**config.mk**
```make
export PLATFORM = sky130hd
export DESIGN_NAME = router_out_arbiter_flat
export DESIGN_NICKNAME = d
export VERILOG_FILES = /design/src/rtl/router_out_arbiter_if.sv /design/src/rtl/router_out_arbiter.sv /design/src/flat_wrapper.sv
export SDC_FILE = /design/constraint.sdc
export NUM_CORES = 1
export LEC_CHECK = 0
export CAP_MARGIN = 30
export CORE_MARGIN = 2
export CORE_UTILIZATION = 49
export DETAILED_ROUTE_END_ITERATION = 10
export PLACE_DENSITY = 0.88
export SETUP_SLACK_MARGIN = 0.3
export SYNTH_ARGS = -nofsm -noshare
export SYNTH_HDL_FRONTEND = slang
export SYNTH_SLANG_ARGS = --single-unit
```
**constraint.sdc**
```tcl
create_clock -name clk -period 5.1 [get_ports clk]
set_input_delay 0.765 -clock clk [delete_from_list [all_inputs] [get_ports clk]]
set_output_delay 0.765 -clock clk [all_outputs]
set_load 0.01 [all_outputs]
```
**src/rtl/router_out_arbiter_if.sv**
```systemverilog
`default_nettype none
// ============================================================================
// Module   : router_out_arbiter_if
// Purpose  : Router FIFO drain bus plus the shared output byte handshake.
// Revision : 1.0 - initial release
// ============================================================================
interface router_out_arbiter_if;
    logic [2:0] vldout;
    logic [7:0] data_out_0;
    logic [7:0] data_out_1;
    logic [7:0] data_out_2;
    logic [2:0] read_enb;
    logic       out_valid;
    logic [7:0] out_data;
    logic [1:0] out_chan;
    logic       out_ready;

    modport master (
        input  vldout, data_out_0, data_out_1, data_out_2, out_ready,
        output read_enb, out_valid, out_data, out_chan
    );

    modport slave (
        output vldout, data_out_0, data_out_1, data_out_2, out_ready,
        input  read_enb, out_valid, out_data, out_chan
    );
endinterface
`default_nettype wire

```
**src/rtl/router_out_arbiter.sv**
```systemverilog
`default_nettype none
// ============================================================================
// Module   : router_out_arbiter
// Purpose  : Round-robin drain of three router FIFOs onto one tagged byte port.
// Revision : 1.0 - initial release
// ============================================================================
module router_out_arbiter #(
    parameter int BURST_MAX = 4,
    parameter int CNT_W     = 16
) (
    input  wire                 clk,
    input  wire                 rst_n,
    router_out_arbiter_if.master bus,
    input  wire  [2:0]          ch_en,
    output logic [2:0]          gnt,
    output logic [CNT_W-1:0]    xfer_cnt
);

    localparam logic [0:0] c_st_idle   = 1'b0;
    localparam logic [0:0] c_st_serve  = 1'b1;
    localparam logic [2:0] c_burst_max = 3'(BURST_MAX);

    logic [0:0]       r_state;
    logic [1:0]       r_gch;
    logic [1:0]       r_last;
    logic [2:0]       r_burst_cnt;
    logic [2:0]       r_gnt;
    logic             r_out_valid;
    logic [7:0]       r_out_data;
    logic [1:0]       r_out_chan;
    logic [CNT_W-1:0] r_xfer_cnt;

    logic [2:0] w_elig;
    logic [1:0] w_cand1;
    logic [1:0] w_cand2;
    logic [1:0] w_pick;
    logic [2:0] w_gch_oh;
    logic       w_gch_elig;
    logic       w_load;
    logic [7:0] w_head;
    logic [2:0] w_burst_nxt;

    function automatic logic [1:0] f_next3(input logic [1:0] ch);
        return (ch == 2'd2) ? 2'd0 : ch + 2'd1;
    endfunction

    assign w_elig      = bus.vldout & ch_en;
    assign w_cand1     = f_next3(r_last);
    assign w_cand2     = f_next3(w_cand1);
    assign w_gch_oh    = 3'b001 << r_gch;
    assign w_gch_elig  = |(w_elig & w_gch_oh);
    assign w_burst_nxt = r_burst_cnt + 3'd1;

    // Backpressure only blocks when the held byte is not being taken this cycle.
    assign w_load = (r_state == c_st_serve) && w_gch_elig && (!r_out_valid || bus.out_ready);

    // Search wraps past the last served channel so it gets lowest priority.
    always_comb begin
        w_pick = r_last;
        if (|(w_elig & (3'b001 << w_cand1))) begin
            w_pick = w_cand1;
        end else if (|(w_elig & (3'b001 << w_cand2))) begin
            w_pick = w_cand2;
        end
    end

    always_comb begin
        case (r_gch)
            2'd0:    w_head = bus.data_out_0;
            2'd1:    w_head = bus.data_out_1;
            default: w_head = bus.data_out_2;
        endcase
    end

    always_ff @(posedge clk or negedge rst_n) begin
        if (!rst_n) begin
            r_state     <= c_st_idle;
            r_gch       <= 2'd0;
            r_last      <= 2'd2;
            r_burst_cnt <= 3'd0;
            r_gnt       <= 3'b000;
            r_out_valid <= 1'b0;
            r_out_data  <= 8'd0;
            r_out_chan  <= 2'd0;
            r_xfer_cnt  <= '0;
        end else begin
            case (r_state)
                c_st_idle: begin
                    if (|w_elig) begin
                        r_state     <= c_st_serve;
                        r_gch       <= w_pick;
                        r_gnt       <= 3'b001 << w_pick;
                        r_burst_cnt <= 3'd0;
                    end
                end
                c_st_serve: begin
                    if (!w_gch_elig) begin
                        r_state <= c_st_idle;
                        r_last  <= r_gch;
                        r_gnt   <= 3'b000;
                    end else if (w_load) begin
                        r_burst_cnt <= w_burst_nxt;
                        if (w_burst_nxt == c_burst_max) begin
                            r_state <= c_st_idle;
                            r_last  <= r_gch;
                            r_gnt   <= 3'b000;
                        end
                    end
                end
                default: begin
                    r_state <= c_st_idle;
                    r_gnt   <= 3'b000;
                end
            endcase

            if (w_load) begin
                r_out_data  <= w_head;
                r_out_chan  <= r_gch;
                r_out_valid <= 1'b1;
                r_xfer_cnt  <= r_xfer_cnt + {{(CNT_W-1){1'b0}}, 1'b1};
            end else if (r_out_valid && bus.out_ready) begin
                r_out_valid <= 1'b0;
            end
        end
    end

    assign bus.read_enb  = w_load ? w_gch_oh : 3'b000;
    assign bus.out_valid = r_out_valid;
    assign bus.out_data  = r_out_data;
    assign bus.out_chan  = r_out_chan;
    assign gnt           = r_gnt;
    assign xfer_cnt      = r_xfer_cnt;

endmodule
`default_nettype wire
```
**src/flat_wrapper.sv**
```systemverilog
// flat-port wrapper written by rule: the top's interface ports become plain ports
module router_out_arbiter_flat 
#(
    parameter int BURST_MAX = 4,
    parameter int CNT_W     = 16
)
  (clk, rst_n, ch_en, gnt, xfer_cnt, bus_vldout, bus_data_out_0, bus_data_out_1, bus_data_out_2, bus_out_ready, bus_read_enb, bus_out_valid, bus_out_data, bus_out_chan);
  router_out_arbiter_if bus_i ();
  input  wire clk;
  input  wire rst_n;
  input  wire  [2:0] ch_en;
  output logic [2:0] gnt;
  output logic [CNT_W-1:0] xfer_cnt;
  input wire logic [$bits(bus_i.vldout)-1:0] bus_vldout;
  input wire logic [$bits(bus_i.data_out_0)-1:0] bus_data_out_0;
  input wire logic [$bits(bus_i.data_out_1)-1:0] bus_data_out_1;
  input wire logic [$bits(bus_i.data_out_2)-1:0] bus_data_out_2;
  input wire logic [$bits(bus_i.out_ready)-1:0] bus_out_ready;
  output wire logic [$bits(bus_i.read_enb)-1:0] bus_read_enb;
  output wire logic [$bits(bus_i.out_valid)-1:0] bus_out_valid;
  output wire logic [$bits(bus_i.out_data)-1:0] bus_out_data;
  output wire logic [$bits(bus_i.out_chan)-1:0] bus_out_chan;
  assign bus_i.vldout = bus_vldout;
  assign bus_i.data_out_0 = bus_data_out_0;
  assign bus_i.data_out_1 = bus_data_out_1;
  assign bus_i.data_out_2 = bus_data_out_2;
  assign bus_i.out_ready = bus_out_ready;
  assign bus_read_enb = bus_i.read_enb;
  assign bus_out_valid = bus_i.out_valid;
  assign bus_out_data = bus_i.out_data;
  assign bus_out_chan = bus_i.out_chan;
  router_out_arbiter #(.BURST_MAX(BURST_MAX), .CNT_W(CNT_W)) u_core (.clk(clk), .rst_n(rst_n), .bus(bus_i), .ch_en(ch_en), .gnt(gnt), .xfer_cnt(xfer_cnt));
endmodule
```
==> results.md <==
* CTS sink cnt at 38
* ANT nets after route at 0
* CTS clk-pin slew, worst paths at 0.07 ns
* DR vias at 1681
* Mapped cell area at 1970 µm²
* Fin crit share at 0.703
* TritonCTS buffer count at 5
* EDFF count, synth at 0
* Dpl hpwl at 3290 µm
* Max clock buf depth at 2
* Post-placement cell area at 2630 µm²
* Antenna cells at 0
* Post_cts resized at 0
* # hold bufs at CTS at 0
* Ports at 66
* Largest net degree at the start of global routing at 39
* Layout net count at 295
* Synthesis Warnings at 0
* Max-cap violations at 0
* First-pass GRT wire length at 7090 µm
* Area Growth Syn to Fin at 37.9%
* Cell variety after synth at 45
* Worst Tran Pin Value at 0.798 ns
* Critical Path Sink Type: output pin
* VDD IR-drop max at 0.000346 V
* DR DRC count at 0
* Fmax at 279 MHz
* TritonRoute pass-1 iters at 4
* Core Box Area at 3940 µm²
* Pwr/cell area at 423 nW/µm²
* CP Data Required Time at 4.34 ns
* Critical path class: in2out
* Startpoint Class: input pin
* HP Class: reg2reg
* Yosys reg bits at 38
* Setup Fix Bufs, Post-CTS at 0
* Max Slew Vio Count at 0
* Full die area at 4540 µm²
* Final Wtd Congestion at 0.856
* Routed wire per std cell at 13.9 µm
* Fill cells at 311
* CTS tree: yes
* Critical path fanouts, max at 21
* Cell Rows at 23
* Die H at 67.4 µm
* Asr flop ratio synth at 1.00
* Initial core utilization at 0.499
* Finish-stage setup viols at 0
* Pleak at 1.22 nW
* Total negative slack at 0 ns
* Synth Area per Inst at 10.1 µm²
* Initial antenna violation count at 0
* Final worst path period need at 3.59 ns
* Input/output buffers at 65
* DRT Wirelength at 4320 µm
* Design Area, Final at 2710 µm²
* Unrepaired setup endpoints after global routing: false
* Layout Skew at 0.00559 ns
* Final Hold Viols at 0
* Die width at 67.4 µm
* CTS root buffer: clkbuf_8
* Syn Nets at 231
* Max H-tree Level at 2
* Main synth FF type: dfrtp_1
* DR iter-0 viols at 115
* Cells after synthesis at 195
* GRT overflow at 0
* Tot GR Track Use at 0.211
* Clk_lat worst skew at 0.29 ns
* Share of cells above drive strength 1 at 0.0692
* Status: completed
* Vias in the first global route at 1576
* Slew HR at 0.468
* Data arrival, critical path at 2.82 ns
* Seq/Total Area, Yosys at 0.484
* Drt via density at 5.42
-- Yosys cell counts (3+ instances only) --
master	count	area, µm²
and3_1	4	25.0
xnor2_1	6	52.6
mux2_2	3	33.8
a21o_1	3	22.5
o21ai_0	15	75.1
ha_1	3	37.5
clkbuf_1	3	11.3
nor2_1	17	63.8
nor3_1	3	15.0
mux2i_1	8	80.1
buf_2	4	20.0
a21oi_1	9	45.0
dfrtp_1	37	926
xor2_1	10	87.6
nand2_1	19	71.3
nand4_1	4	25.0
nand3_1	10	50.1
inv_1	5	18.8
-- critical path, cell delays in order --
cell and delay, ns:
clkdlybuf4s50_1 0.46, and4b_4 0.25, o311ai_4 0.66, nor3b_1 0.16
clkdlybuf4s50_1 0.52
-- metal layers --
layer / wire, µm / GRT usage / vias to the layer above
met5: 0 / 0 / -
met4: 70 / 0.0944 / 0
met3: 243 / 0.0450 / 7
met2: 2200 / 0.360 / 64
met1: 1800 / 0.255 / 790
li1: - / - / 820
-- cell families (layout without fill, tap and decap cells) --
| group | count (synthesis) | count (layout) | share of synthesized area |
|---|---|---|---|
| AOI/OAI and AO/OA | 41 | 41 | 0.137 |
| xor gates and xnor gates | 16 | 16 | 0.0712 |
| buffers and inverters | 14 | 79 | 0.0350 |
| muxes | 11 | 11 | 0.0579 |
| DFF | 38 | 38 | 0.484 |
| adders and majority gates | 3 | 3 | 0.0191 |
| and+or+nand+nor | 72 | 72 | 0.196 |
-- power by group --
group,internal [mW],switching [mW],total (mW)
clock network,0.0970,0.0994,0.196
logic,0.253,0.191,0.444
registers,0.385,0.123,0.508
-- cell usage in the layout (no fill, tap or decap), types with 6 or more instances in the layout --
cell / netlist / routed
clkdlybuf4s50_1: 0 / 64
nor2_1: 17 / 17
a21oi_1: 9 / 9
dfrtp_1: 37 / 37
nand2_1: 19 / 19
mux2i_1: 8 / 8
xnor2_1: 6 / 6
o21ai_0: 15 / 15
xor2_1: 10 / 10
nand3_1: 10 / 10
-- area by class of cell --
cell class | instances | area, µm² | share of cell area
Tap cell | 50 | 62.6 | 0.0231
Clock buffer | 8 | 80.1 | 0.0295
Timing Repair Buffer | 66 | 653 | 0.241
Sequential cell | 38 | 952 | 0.351
Inverter | 5 | 18.8 | 0.00692
Multi-Input combinational cell | 143 | 947 | 0.349
-- sequential cells by signal, indices dropped and copies added, names as in the netlist --
| signal | cells |
|---|---|
| u_core.xfer_cnt | 16 |
| u_core.bus.out_data | 8 |
| u_core.gnt | 3 |
| u_core.r_burst_cnt | 3 |
| u_core.bus.out_chan | 2 |
| u_core.r_gch | 2 |
| u_core.r_last | 2 |
| u_core.bus.out_valid | 1 |
| u_core.r_state | 1 |
-- metrics by stage --
stage	setup WS [ns]	std cells	hold WS [ns]	util	power (mW)
after global routing	1.34	310	0.485	0.688	1.23
after global placement	1.55	302	0.459	0.668	0.944
after floorplan	2.69	195	0.469	-	0.753
final	1.51	310	0.469	0.688	1.15
after detailed placement	1.50	302	0.465	0.668	0.964
after CTS	1.49	310	0.475	0.688	1.16
-- worst paths after layout --
check | start | end | slack, ns | depth (start not counted)
worst min register to register | u_core.xfer_cnt[15] | u_core.xfer_cnt[15] | 0.47 | 1
min in group asynchronous | rst_n | u_core.xfer_cnt[4] | 0.56 | 1
worst min-delay path | u_core.xfer_cnt[15] | u_core.xfer_cnt[15] | 0.47 | 1
worst max-delay path | bus_vldout[1] | bus_read_enb[2] | 1.51 | 5
max in group asynchronous | rst_n | u_core.bus.out_data[2] | 4.04 | 1
worst max register to register | u_core.r_gch[1] | u_core.xfer_cnt[1] | 2.54 | 4
Note: power is estimated with default switching activity, not from simulation.
